$ cat src/rtl/noc_pkt_pkg.sv
//------------------------------------------------------------------------------
// Module  : noc_pkt_pkg
// Purpose : Shared mesh packet field map, hop limit, injector FSM states and
//           a per-axis direction/distance helper.
// Rev     : 1.0 - initial release
//------------------------------------------------------------------------------
`default_nettype none

package noc_pkt_pkg;

    localparam int DIR_X       = 62;
    localparam int DIR_Y       = 61;
    localparam int SEQ_MSB     = 60;
    localparam int SEQ_LSB     = 56;
    localparam int HOP_X_MSB   = 55;
    localparam int HOP_X_LSB   = 52;
    localparam int HOP_Y_MSB   = 51;
    localparam int HOP_Y_LSB   = 48;
    localparam int SRC_X_MSB   = 47;
    localparam int SRC_X_LSB   = 40;
    localparam int SRC_Y_MSB   = 39;
    localparam int SRC_Y_LSB   = 32;
    localparam int PAYLOAD_MSB = 31;
    localparam int PAYLOAD_LSB = 0;

    // Largest hop count a 4-bit hop field can carry.
    localparam int MAX_HOP = 15;

    typedef enum logic [0:0] {
        ST_IDLE = 1'b0,
        ST_SEND = 1'b1
    } inj_state_t;

    // Returns {dir, |dst - src|}; dir=1 when dst >= src (9-bit unsigned compare).
    function automatic logic [8:0] axis_diff(input logic [7:0] dst, input logic [7:0] src);
        logic [8:0] d;
        d = {1'b0, dst} - {1'b0, src};
        if (d[8]) begin
            return {1'b0, src - dst};
        end
        return {1'b1, d[7:0]};
    endfunction

endpackage

`default_nettype wire

$ cat src/rtl/inj_fifo.sv
//------------------------------------------------------------------------------
// Module  : inj_fifo
// Purpose : Synchronous packet FIFO with occupancy count. Exposes the head
//           entry and the entry behind it so the owner can register the next
//           head in the same cycle it pops.
// Rev     : 1.0 - initial release
//------------------------------------------------------------------------------
`default_nettype none

module inj_fifo #(
    parameter int DEPTH = 4,
    parameter int WIDTH = 64
) (
    input  logic                     clk,
    input  logic                     reset,
    input  logic                     push,
    input  logic [WIDTH-1:0]         push_data,
    input  logic                     pop,
    output logic [$clog2(DEPTH):0]   count,
    output logic                     full,
    output logic                     empty,
    output logic [WIDTH-1:0]         head_data,
    output logic [WIDTH-1:0]         next_data
);

    localparam int PTR_W = $clog2(DEPTH);
    localparam int CNT_W = PTR_W + 1;

    logic [WIDTH-1:0] mem [DEPTH];
    logic [PTR_W-1:0] wr_ptr;
    logic [PTR_W-1:0] rd_ptr;
    logic [PTR_W-1:0] rd_ptr_nxt;

    // Pointers are power-of-two wide, so increments wrap at DEPTH for free.
    assign rd_ptr_nxt = rd_ptr + 1'b1;
    assign head_data  = mem[rd_ptr];
    assign next_data  = mem[rd_ptr_nxt];
    assign full       = (count == CNT_W'(DEPTH));
    assign empty      = (count == '0);

    // Storage array: written on push only, contents are don't-care until pushed.
    always_ff @(posedge clk) begin
        if (push) begin
            mem[wr_ptr] <= push_data;
        end
    end

    // Pointer and occupancy tracking; push+pop together leave count unchanged.
    always_ff @(posedge clk or posedge reset) begin
        if (reset) begin
            wr_ptr <= '0;
            rd_ptr <= '0;
            count  <= '0;
        end else begin
            if (push) begin
                wr_ptr <= wr_ptr + 1'b1;
            end
            if (pop) begin
                rd_ptr <= rd_ptr_nxt;
            end
            case ({push, pop})
                2'b10:   count <= count + 1'b1;
                2'b01:   count <= count - 1'b1;
                default: count <= count;
            endcase
        end
    end

endmodule

`default_nettype wire

$ cat src/rtl/pe_packet_injector.sv
//------------------------------------------------------------------------------
// Module  : pe_packet_injector
// Purpose : Builds source-routed mesh headers from PE write requests, drops
//           requests whose hop distance exceeds the field range, buffers the
//           rest and injects them into the local router with send/ready.
// Config  : INJ_SEQ_EN - stamp a wrapping 5-bit sequence number per packet.
// Rev     : 1.0 - initial release
//------------------------------------------------------------------------------
`default_nettype none

module pe_packet_injector
    import noc_pkt_pkg::*;
#(
    parameter int          DATA_WIDTH      = 64,
    parameter logic [15:0] CURRENT_ADDRESS = 16'h0000,
    parameter int          FIFO_DEPTH      = 4
) (
    input  logic                  clk,
    input  logic                  reset,
    input  logic                  peWrEn,
    input  logic [15:0]           peDest,
    input  logic [31:0]           pePayload,
    output logic                  peReady,
    output logic                  peErr,
    output logic                  outSend,
    input  logic                  outReady,
    output logic [DATA_WIDTH-1:0] outData,
    output logic [7:0]            dropCount
);

    localparam int         CNT_W  = $clog2(FIFO_DEPTH) + 1;
    localparam logic [7:0] SRC_XA = CURRENT_ADDRESS[15:8];
    localparam logic [7:0] SRC_YA = CURRENT_ADDRESS[7:0];

    logic [8:0]            axis_x;
    logic [8:0]            axis_y;
    logic                  range_err;
    logic                  accept;
    logic                  push;
    logic                  pop;
    logic [4:0]            seq;
    logic [DATA_WIDTH-1:0] packet;
    logic [DATA_WIDTH-1:0] head_data;
    logic [DATA_WIDTH-1:0] next_data;
    logic [CNT_W-1:0]      count;
    logic                  fifo_full;
    logic                  fifo_empty;
    inj_state_t            state;

    assign axis_x    = axis_diff(peDest[15:8], SRC_XA);
    assign axis_y    = axis_diff(peDest[7:0], SRC_YA);
    assign range_err = (axis_x[7:0] > 8'(MAX_HOP)) || (axis_y[7:0] > 8'(MAX_HOP));

    // Readiness reflects occupancy before any pop this cycle, so a full
    // buffer never takes a push even while it is draining.
    assign peReady = ~fifo_full;
    assign accept  = peWrEn & peReady;
    assign push    = accept & ~range_err;
    assign pop     = outSend & outReady;

`ifdef INJ_SEQ_EN
    logic [4:0] seq_cnt;

    // Sequence number advances only for packets that enter the buffer.
    always_ff @(posedge clk or posedge reset) begin
        if (reset) begin
            seq_cnt <= '0;
        end else if (push) begin
            seq_cnt <= seq_cnt + 5'd1;
        end
    end

    assign seq = seq_cnt;
`else
    assign seq = 5'd0;
`endif

    // Header encoder: pack direction, hops, source and payload into the field map.
    always_comb begin
        packet                          = '0;
        packet[DIR_X]                   = axis_x[8];
        packet[DIR_Y]                   = axis_y[8];
        packet[SEQ_MSB:SEQ_LSB]         = seq;
        packet[HOP_X_MSB:HOP_X_LSB]     = axis_x[3:0];
        packet[HOP_Y_MSB:HOP_Y_LSB]     = axis_y[3:0];
        packet[SRC_X_MSB:SRC_X_LSB]     = SRC_XA;
        packet[SRC_Y_MSB:SRC_Y_LSB]     = SRC_YA;
        packet[PAYLOAD_MSB:PAYLOAD_LSB] = pePayload;
    end

    inj_fifo #(
        .DEPTH (FIFO_DEPTH),
        .WIDTH (DATA_WIDTH)
    ) u_fifo (
        .clk       (clk),
        .reset     (reset),
        .push      (push),
        .push_data (packet),
        .pop       (pop),
        .count     (count),
        .full      (fifo_full),
        .empty     (fifo_empty),
        .head_data (head_data),
        .next_data (next_data)
    );

    // Drop reporting: one-cycle error pulse and saturating drop counter.
    always_ff @(posedge clk or posedge reset) begin
        if (reset) begin
            peErr     <= 1'b0;
            dropCount <= '0;
        end else begin
            peErr <= accept & range_err;
            if (accept && range_err && (dropCount != 8'hFF)) begin
                dropCount <= dropCount + 8'd1;
            end
        end
    end

    // Output FSM: registers the buffer head onto outData, reloading the
    // following entry (or the packet being pushed) on the popping edge.
    always_ff @(posedge clk or posedge reset) begin
        if (reset) begin
            state   <= ST_IDLE;
            outSend <= 1'b0;
            outData <= '0;
        end else begin
            case (state)
                ST_IDLE: begin
                    if (!fifo_empty) begin
                        state   <= ST_SEND;
                        outSend <= 1'b1;
                        outData <= head_data;
                    end
                end
                ST_SEND: begin
                    if (pop) begin
                        if (count > CNT_W'(1)) begin
                            outData <= next_data;
                        end else if (push) begin
                            outData <= packet;
                        end else begin
                            state   <= ST_IDLE;
                            outSend <= 1'b0;
                            outData <= '0;
                        end
                    end
                end
                default: begin
                    state   <= ST_IDLE;
                    outSend <= 1'b0;
                    outData <= '0;
                end
            endcase
        end
    end

endmodule

`default_nettype wire

$ cat config.mk
export PLATFORM = sky130hd
export DESIGN_NAME = pe_packet_injector
export DESIGN_NICKNAME = d
export VERILOG_FILES = /design/src/rtl/noc_pkt_pkg.sv /design/src/rtl/inj_fifo.sv /design/src/rtl/pe_packet_injector.sv
export SDC_FILE = /design/constraint.sdc
export NUM_CORES = 1
export LEC_CHECK = 0
export CORE_ASPECT_RATIO = 0.7
export CORE_MARGIN = 5
export CORE_UTILIZATION = 60
export CTS_CLUSTER_DIAMETER = 150
export DETAILED_ROUTE_END_ITERATION = 10
export PLACE_DENSITY = 0.84
export RECOVER_POWER = 25
export SKIP_CTS_REPAIR_TIMING = 1
export SYNTH_ARGS = -nofsm -noshare
export SYNTH_HDL_FRONTEND = slang
export SYNTH_SLANG_ARGS = --single-unit
$ cat constraint.sdc
create_clock -name clk -period 8.75 [get_ports clk]
set_input_delay 1.75 -clock clk [delete_from_list [all_inputs] [get_ports clk]]
set_output_delay 1.75 -clock clk [all_outputs]
set_load 0.01 [all_outputs]
==> results of run 1 <==
[final cells by class]
| type | instances | area, um2 | area share [%] |
|---|---|---|---|
| clock inverter | 11 | 80.1 | 0.670 |
| multi-input combinational | 415 | 3610 | 30.2 |
| clock buffer | 26 | 574 | 4.81 |
| sequential | 219 | 6290 | 52.6 |
| inverter | 10 | 37.5 | 0.314 |
| tap | 231 | 289 | 2.42 |
| timing repair buffer | 108 | 1070 | 8.97 |
[through the flow]
step / total power [mW] / std cells / utilization [%] / cell area, um2
2_1_floorplan: 2.40 / 716 / - / 10400
3_3_place_gp: 2.77 / 983 / 66.2 / 11300
3_5_place_dp: 2.82 / 983 / 66.2 / 11300
4_1_cts: 3.69 / 1020 / 70.0 / 11900
5_1_grt: 3.87 / 1020 / 70.0 / 11900
6_report: 3.68 / 1020 / 70.0 / 11900
[state kept, by name, summed over array words and instances (netlist names)]
| signal | cells |
|---|---|
| u_fifo.wr_ptr | 2 |
| dropCount | 8 |
| peErr | 1 |
| outSend | 1 |
| u_fifo.mem | 160 |
| u_fifo.count | 3 |
| state | 1 |
| outData | 41 |
| u_fifo.rd_ptr | 2 |
[cell families (layout without fill, tap and decap cells)]
| logic type | Yosys count | after routing | synth area share [%] |
|---|---|---|---|
| XOR/XNOR | 12 | 12 | 1.01 |
| flip-flops | 219 | 219 | 60.6 |
| adder cells (fa/ha/maj) | 10 | 10 | 1.21 |
| AND/OR/NAND/NOR | 78 | 78 | 3.79 |
| buffers and inverters | 82 | 155 | 5.65 |
| multiplexers | 123 | 123 | 17.5 |
| AO/OA/AOI/OAI | 170 | 170 | 10.3 |
| other | 1 | 22 | 0.0362 |
[critical path: cells and delay by family]
family | cells | cell delay [ns]
simple gates | 3 | 2.15
buf+inv | 1 | 0.41
[final timing paths]
check / endpoint / slack (ns) / depth (start not counted)
setup / recovery: u_fifo.mem[2][14] / 4.52 / 4
hold reg to reg: outData[54] / 0.48 / 2
max in group asynchronous: u_fifo.rd_ptr[0] / 6.26 / 3
hold / removal: outData[54] / 0.48 / 2
setup reg to reg: outData[48] / 5.51 / 4
min in group asynchronous: outData[30] / 1.82 / 3
[cell usage after synthesis, types with 2 or more instances]
library cell	count	area, um2
a22oi_1	80	601
and2_1	5	31.3
buf_2	14	70.1
buf_4	23	173
buf_6	8	90.1
clkbuf_1	13	48.8
clkbuf_4	3	22.5
clkbuf_8	8	110
clkdlybuf4s50_2	3	33.8
dfrtp_1	59	1480
edfxtp_1	160	4800
ha_1	10	125
inv_1	10	37.5
mux2_2	2	22.5
mux2i_1	81	811
mux4_1	20	526
mux4_2	20	450
nand2_1	47	176
nand3_1	4	20.0
nor2_1	5	18.8
nor2b_1	2	12.5
nor3_1	3	15.0
nor4_1	2	12.5
o21ai_0	44	220
o21ai_1	40	200
or4_4	2	22.5
xnor2_1	5	43.8
xor2_1	7	61.3
[cell usage in the layout (no fill, tap or decap), drive strengths merged, types with 2 or more instances in the layout]
cell and n:
mux4 40, xor2 7, nand3 4, a22oi 80, conb 22, mux2 2
nor3 3, nand2 47, nor3b 2, dfrtp 59, mux2i 81, nor2b 2
clkbuf 26, nor2 5, buf 4, dlygate4sd3 31, clkinvlp 2, xnor2 5
nor4b 2, edfxtp 160, clkinv 8, and2 5, or4 2, nor4 2
ha 10, o21ai 85, clkdlybuf4s50 73, inv 10
[routing by layer]
layer / up-vias / GRT usage (%)
met2: 303 / 38.9
met5: - / 0
met1: 3333 / 32.1
li1: 2836 / -
met4: 0 / 6.18
met3: 39 / 4.21
[power by group through the flow]
stage	Clock, mW	Combinational, mW	Sequential [mW]
after CTS	0.879	1.41	1.40
final	0.869	1.41	1.40
after global placement	0	1.36	1.41
after detailed placement	0	1.40	1.42
after floorplan	0	1.02	1.38
after global routing	0.924	1.53	1.42
==> summary.md, run 1 <==
| Metric | Value |
|---|---|
| DRT Pass-1 Iters | 5 |
| CP arrival | 4.33 ns |
| Critical R2R Launch | u_fifo.rd_ptr[0] |
| Startpoint types | input pin |
| Core area | 17100 um2 |
| Final WL | 23700 um |
| H-Tree Depth | 1 |
| Met3 Routed Length | 1820 um |
| Vias in the first global route | 6825 |
| Post-synthesis cell type count | 43 |
| Skew-Pair Late Insertion Delay | 0.50 ns |
| Syn. warnings | 0 |
| Worst Setup SP | peDest[4] |
| Slew Limit Fails | 0 |
| Gpl congestion | 0.767 |
| Max-slew headroom | 17.8% |
| Vias | 6511 |
| WP data required | 8.85 ns |
| Share of layout cells above drive strength 1 | 9.51% |
| Crit Path Class | in -> reg |
| Min-Delay Path Class | reg -> reg |
| Wire length on met2 | 12000 um |
| Main flop type after synthesis | edfxtp_1 |
| IO Count | 127 |
| Final min period | 4.23 ns |
| Power share of the clock group | 23.6% |
| CP max stage cell | and2_2 |
| Fin Setup TNS | 0 ns |
| Post-Syn Instances | 695 |
| Largest net degree at the start of global routing | 70 |
| Post-synth EDFFs | 160 |
| Gr ovfl total | 0 |
| Root Driver | clkbuf_16 |
| Worst VDD drop | 0.184 mV |
| Starting DRC count in detailed routing | 792 |
| Unrepaired setup endpoints after global routing | no |
| Rows | 40 |
| Mapped Area | 10400 um2 |
| Leakage | 4.50 nW |
| Yosys reg bits | 219 |
| Comb pwr share | 38.4% |
| Highest metal layer with signal wires | met4 |
| Hold Crit Start | outData[54] |
| Die Y | 120 um |
| Fillers | 1105 |
| Worst-path clk slew | 0.06 ns |
| Max Cap Viol | 0 |
| Area growth from synthesis to layout | 15.2% |
| Slowest stage delay, CP | 1.03 ns |
| Initial Util | 60.7% |
| Port buffer count | 104 |
| Crit path max fanout | 40 |
| Clock sinks | 219 |
| Post-DR vias/cell | 6.38 |
| Crit-path cells | clkdlybuf4s50_1, or4_4, nor3b_2, and2_2 |
| Sw Share | 34.1% |
| Dpl hpwl | 13200 um |
| CTS buffer count | 21 |
| Async S/R FF share, synth | 26.9% |
| Crit end category | flop |
| P_sw | 1.26 mW |
| Achievable Freq | 0.236 GHz |
| Crit share post-route | 48.4% |
| Final hold slack | 0.480 ns |
| CTS tree | done |
| Post-synthesis sequential area ratio | 60.6% |
| First-pass GRT wire length | 37300 um |
| Part of the power in registers | 38.0% |
| DRT met1 WL | 9540 um |
| Total power per unit cell area | 308 nW/um2 |
| Final Hold Viols | 0 |
| Place WS | 4.03 ns |
| Final WS setup | 4.52 ns |
| Initial antenna violation count | 0 |
| Wire per inst | 23.2 um |
| Clock buffer depth | 3 |
| Setup Skew | 0.0173 ns |
| DRC viols | 0 |
| Die X | 167 um |
| Global Route Usage Sum | 23.3% |
| Final setup violation count | 0 |
| Worst Tran Pin Value | 1.23 ns |
| Die footprint | 20000 um2 |
| P_int | 2.42 mW |
| Post-Syn Area per Cell | 14.9 um2 |
| Post-DRT Antenna Nets | 0 |
| Diode count | 0 |
| Nets@finish | 837 |
| Outcome | finished clean |
(Power assumes the default switching activity.)
==> inputs of run 2 (changes only) <==
CORE_UTILIZATION = 51   (was 60)
PLACE_DENSITY = 0.76   (was 0.84)
clock period = 3.7 ns   (was 8.75 ns; I/O delays follow)
==> run 2 against run 1 <==
Sequential power increased by 140%. Worst setup slack worse by 3.5 ns. Total power up 150%. Sequential cell count is the same. Critical endpoint is now outData[19]. Count of clock-buffer cells in the layout increased by 6. Highest routed layer is now met5.
==> summary.md, run 2 (same netlist as run 1, synthesis figures left out) <==
| Metric | Value |
|---|---|
| Outcome | finished clean |
| Final setup violation count | 0 (unchanged) |
| Slew Limit Fails | 0 (unchanged) |
| Unrepaired setup endpoints after global routing | no |
| Top reg by flops | u_fifo.mem |
| Final hold slack | 0.483 ns (+0.00244 ns) |
| Power Total | 9.04 mW (+150%) |
| DRC viols | 0 (unchanged) |
| Dpl hpwl | 14800 um (+12%) |
| Commonest non-fill, non-tap cells in the layout | edfxtp_1 (160), mux2i_1 (81), a22oi_1 (80) |
| CP arrival | 3.05 ns (-1.28 ns) |
| Core area | 19900 um2 (+17%) |
| Place WS | 0.699 ns (-3.33 ns) |
| Die footprint | 23300 um2 (+16%) |
| Clock buffer depth | 3 (unchanged) |
| Setup Skew | 0.00711 ns (-0.0102 ns) |
| Most common cell on crit path | a22oi_1 |
| Total power per unit cell area | 738 nW/um2 (+140%) |
| Register area | 6290 um2 (unchanged) |
| Port buffer count | 104 (unchanged) |
| WP data required | 4.08 ns (-4.77 ns) |
| Max Cap Viol | 0 (unchanged) |
| H-Tree Depth | 1 (unchanged) |
| Wire per inst | 22.7 um (-2.4%) |
| Critical R2R Launch | state |
| Startpoint types | flop |
| Area of the multi-input gates | 3610 um2 (unchanged) |
| Crit end category | flop |
| Crit share post-route | 72.1% |
| Post-DR vias/cell | 6.07 (-4.9%) |
| Global Route Usage Sum | 20.7% (-2.6 points) |
| Fillers | 1499 (+36%) |
| Area growth from synthesis to layout | 18.2% |
| Worst VDD drop | 0.409 mV (+120%) |
| Comb pwr share | 37.7% (-0.7 points) |
| Gr ovfl total | 0 (unchanged) |
| Reg2Reg Depth | 5 (+1) |
| WHS Path Cells | 2 (unchanged) |
| Power share of the clock group | 25.8% (+2.2 points) |
| Min-Delay Path Class | reg -> reg |
| Max-slew headroom | 29.9% (+12 points) |
| Nets@finish | 856 (+2.3%) |
| Worst Tran Pin Value | 1.05 ns (-0.180 ns) |
| Final WS setup | 1.03 ns (-3.49 ns) |
| Leakage | 4.64 nW (+3.2%) |
| Fin Setup TNS | 0 ns (unchanged) |
| IO Count | 127 (unchanged) |
| Achievable Freq | 0.375 GHz |
| Vias | 6560 (+0.75%) |
| Part of the power in registers | 36.5% (-1.5 points) |
| Final WL | 24500 um (+3.4%) |
| Most common cell after layout, fill and taps aside | edfxtp_1 |
| Initial Util | 52.1% (-8.7 points) |
| Rows | 43 (+7.5%) |
| Crit Path Class | reg -> reg |
| Worst-path clk slew | 0.06 ns (about the same) |
| Die X | 180 um (+8.0%) |
| P_int | 6.04 mW (+150%) |
| Skew-Pair Late Insertion Delay | 0.50 ns (about the same) |
| Clock sinks | 219 (unchanged) |
| CP max stage cell | dfrtp_2 |
| Crit path max fanout | 48 (+20%) |
| CTS buffer count | 22 (+4.8%) |
| Number of flip-flops in the largest register | 160 (unchanged) |
| Final min period | 2.67 ns |
| Root Driver | clkbuf_16 |
| Post-DRT Antenna Nets | 0 (unchanged) |
| Share of layout cells above drive strength 1 | 11.5% (+2.0 points) |
| Sw Share | 33.2% (-0.93 points) |
| Final Hold Viols | 0 (unchanged) |
| Crit-path cells | and2_2, buf_4, a22oi_1, a22oi_1, o21ai_1 |
| DRT Pass-1 Iters | 5 (unchanged) |
| Vias in the first global route | 6851 (+0.38%) |
| Hold Crit Start | outData[55] |
| Initial antenna violation count | 2 (+2) |
| Gpl congestion | 0.745 (-2.9%) |
| P_sw | 3.00 mW (+140%) |
| Die Y | 129 um (+7.8%) |
| Largest registers | u_fifo.mem (160), outData (41), dropCount (8) |
| Worst Setup SP | state |
| First-pass GRT wire length | 38200 um (+2.2%) |
| CTS tree | done |
| Starting DRC count in detailed routing | 522 (-34%) |
| Largest net degree at the start of global routing | 58 (-17%) |
| Slowest stage delay, CP | 1.04 ns (about the same) |
-- run 2: changes by cell type in the layout (fill, tap and decap cells not counted), sizes merged --
cell	change
clkinvlp	-1
bufinv	+3
clkinv	-5
diode	+1
buf	+18
clkbuf	+6
-- run 2: metrics by stage --
| stage | area, um2 | utilization [%] | instances |
|---|---|---|---|
| after floorplan | 10400 | - | 716 |
| after global placement | 11500 | 57.7 | 1040 |
| after detailed placement | 11500 | 57.7 | 1040 |
| after CTS | 12200 | 61.5 | 1080 |
| after global routing | 12300 | 61.5 | 1081 |
| final | 12300 | 61.5 | 1081 |
-- run 2: area by class of cell --
cell class,instances,share of cell area [%]
clock inverters,8,1.15
well taps,270,2.76
multi-input cells,415,29.4
flip-flops and latches,219,51.3
inverters,10,0.306
diodes,1,0.0204
repair buffers,126,9.95
clock buffers,32,5.06
-- run 2: critical path: cells and delay by family (launching register included) --
kind,cells,cell delay (ns)
flops,1,1.04
compound gates,3,0.45
buf+inv,1,0.41
simple gates,1,0.57
-- run 2: path summary, 6_finish.rpt --
check | end | slack (ns)
hold reg to reg | outData[55] | 0.48
max in group asynchronous | state | 2.18
min in group asynchronous | outData[31] | 0.74
setup reg to reg | outData[19] | 1.03
hold / removal | outData[55] | 0.48
setup / recovery | outData[19] | 1.03
-- run 2: power by group through the flow --
stage               Sequential, mW  Clock (mW)  Combinational, mW
floorplan                     3.26           0               2.42
finish                        3.30        2.33               3.41
global placement              3.34           0               3.32
global route                  3.34        2.47               3.72
CTS                           3.30        2.36               3.43
detailed placement            3.35           0               3.42
-- run 2: layer usage --
layer	share of wire, %	wire (um)	GRT usage, %	up-vias
li1	-	-	-	2887
met1	39	9630	27.1	3360
met2	50	12300	36.5	281
met3	9.0	2210	4.69	30
met4	1.3	315	4.04	2
met5	0.053	13	0	-
==> inputs of run 3 (changes only) <==
clock period = 2.4 ns   (was 3.7 ns; I/O delays follow)
==> run 3 against run 2 <==
Hold slack improved by 0.0026 ns. Largest power group unchanged. Critical endpoint is now peReady. Sequential share of layout area fell by 1.3 points. Largest cell class unchanged. Cell count rose by 2.4%. First-iteration DRC count rose by 5.0%. Critical path type is now reg -> out. Wire length is 3.9% higher.
==> summary.md, run 3 (same netlist as run 1, synthesis figures left out) <==
| Metric | Value |
|---|---|
| Outcome | finished clean |
| Vias | 6723 (+2.5%) |
| CTS buffer count | 22 (unchanged) |
| Final min period | 2.29 ns |
| Number of flip-flops in the largest register | 160 (unchanged) |
| Crit share post-route | 95.4% |
| H-Tree Depth | 1 (unchanged) |
| Nets@finish | 883 (+3.2%) |
| CTS tree | done |
| Startpoint types | flop |
| Part of the power in registers | 36.2% (-0.3 points) |
| DRT Pass-1 Iters | 5 (unchanged) |
| Post-layout util | 63.2% (+1.6 points) |
| Placed Area | 11900 um2 (+3.4%) |
| P_int | 9.26 mW (+53%) |
| CP arrival | 1.81 ns (-1.24 ns) |
| Core area | 19900 um2 (unchanged) |
| Sw Share | 34.1% (+0.87 points) |
| Crit end category | output port |
| Gpl congestion | 0.755 (+1.4%) |
| Post-route insts no fill | 1107 (+2.4%) |
| Starting DRC count in detailed routing | 548 (+5.0%) |
| Setup Skew | 0.0130 ns (+0.00590 ns) |
| Final Hold Viols | 0 (unchanged) |
| Fillers | 1405 (-6.3%) |
| Largest net degree at the start of global routing | 60 (+3.4%) |
| Root Driver | clkbuf_16 |
| CP max stage cell | clkdlybuf4s50_1 |
| Clock buffer depth | 3 (unchanged) |
| Worst Tran Pin Value | 0.548 ns (-0.502 ns) |
| Achievable Freq | 0.437 GHz |
| Area of the multi-input gates | 3610 um2 (unchanged) |
| Max Cap Viol | 0 (unchanged) |
| Leakage | 4.80 nW (+3.5%) |
| Post-DR vias/cell | 6.07 (about the same) |
| Total power per unit cell area | 1120 nW/um2 (+51%) |
| Register area | 6290 um2 (about the same) |
| IO Count | 127 (unchanged) |
| Final WL | 25400 um (+3.9%) |
| Worst Setup SP | u_fifo.count[0] |
| Initial Util | 52.1% (unchanged) |
| Final setup violation count | 0 (unchanged) |
| Vias in the first global route | 6973 (+1.8%) |
| Post-DRT Antenna Nets | 0 (unchanged) |
| Commonest non-fill, non-tap cells in the layout | edfxtp_1 (160), clkdlybuf4s50_1 (86), mux2i_1 (81) |
| Area growth from synthesis to layout | 21.3% |
| Skew-Pair Late Insertion Delay | 0.50 ns (about the same) |
| Final WS setup | 0.111 ns (-0.920 ns) |
| Slew Limit Fails | 0 (unchanged) |
| Clock sinks | 219 (unchanged) |
| Die footprint | 23300 um2 (unchanged) |
| Worst VDD drop | 0.576 mV (+41%) |
| Crit-path cells | inv_1, ha_1, nand2_1, clkdlybuf4s50_1 |
| Most common cell after layout, fill and taps aside | edfxtp_1 |
| Crit path max fanout | 5 (-90%) |
| Die X | 180 um (unchanged) |
| Diode count | 0 (-1) |
| Comb pwr share | 40.3% (+2.6 points) |
| Final instance area | 12600 um2 (+2.7%) |
| Initial antenna violation count | 1 (-1) |
| Dpl hpwl | 16200 um (+9.1%) |
| P_sw | 4.78 mW (+59%) |
| Port buffer count | 104 (unchanged) |
| Share of layout cells above drive strength 1 | 14.5% (+3.0 points) |
| Slowest stage delay, CP | 0.54 ns (-0.50 ns) |
| Global Route Usage Sum | 21.4% (+0.70 points) |
| First-pass GRT wire length | 39400 um (+3.1%) |
| Hold Crit Start | outData[25] |
| Wire per inst | 23.0 um (+1.5%) |
| Crit Path Class | reg -> out |
| DRC viols | 0 (unchanged) |
| Unrepaired setup endpoints after global routing | no |
| WP data required | 1.92 ns (-2.16 ns) |
| Min-Delay Path Class | reg -> reg |
| Gr ovfl total | 0 (unchanged) |
| Power share of the clock group | 23.5% (-2.3 points) |
| Top reg by flops | u_fifo.mem |
| DP Cell Count | 1067 (+2.6%) |
| Worst-path clk slew | 0.06 ns (about the same) |
| Rows | 43 (unchanged) |
| Max-slew headroom | 63.4% (+33 points) |
| Place WS | -0.251 ns (-0.949 ns) |
| Die Y | 129 um (unchanged) |
| Largest registers | u_fifo.mem (160), outData (41), dropCount (8) |
| Power Total | 14.0 mW (+55%) |
| Critical R2R Launch | u_fifo.count[0] |
[run 3: cell types whose count changed in the layout (fill, tap and decap cells not counted), moves of 3 or more]
cell and delta:
buf_12 +15, clkdlybuf4s50_1 +13, dlygate4sd3_1 -13, buf_4 +12, bufinv_16 -4, clkbuf_1 -4
clkbuf_8 +4, clkinv_1 +3
[run 3: area by class of cell]
type | instances | area share, %
Clock buffer | 32 | 5.24
Clock inverter | 8 | 0.308
Inverter | 10 | 0.298
Multi-Input combinational cell | 415 | 28.7
Sequential cell | 219 | 50.0
Tap cell | 270 | 2.69
Timing Repair Buffer | 153 | 12.8
[run 3: path summary, 6_finish.rpt]
kind | end | slack (ns) | cells after the start
setup / recovery | peReady | 0.11 | 4
hold / removal | outData[25] | 0.49 | 2
setup reg to reg | u_fifo.mem[2][27] | 0.28 | 7
hold reg to reg | outData[25] | 0.49 | 2
max in group asynchronous | u_fifo.rd_ptr[0] | 1.52 | 3
min in group asynchronous | outData[23] | 0.51 | 3
[run 3: critical path, delay by kind of cell (launching register included)]
kind | cells | cell delay, ns
buffers and inverters | 2 | 0.62
DFF | 1 | 0.41
adders and majority gates | 1 | 0.22
and+or+nand+nor | 1 | 0.07
[run 3: layer usage]
| metal | global-route usage (%) | wire length (um) |
|---|---|---|
| met1 | 28.9 | 10600 |
| met2 | 36.5 | 12400 |
| met3 | 4.32 | 1940 |
| met4 | 5.11 | 552 |
| met5 | 0 | 7 |
[run 3: power groups by stage]
stage | clock, mW | combinational, mW | sequential, mW
after floorplan | 0 | 3.73 | 5.02
after global routing | 3.53 | 6.10 | 5.13
final | 3.30 | 5.66 | 5.08
after detailed placement | 0 | 5.66 | 5.14
after CTS | 3.36 | 5.67 | 5.07
after global placement | 0 | 5.43 | 5.12
[run 3: stage by stage]
step | TNS, ns | hold WS, ns
2_1_floorplan | -16.21 | 0.495
3_3_place_gp | -26.07 | 0.469
3_5_place_dp | -28.50 | 0.478
4_1_cts | 0 | 0.378
5_1_grt | 0 | 0.509
6_report | 0 | 0.485
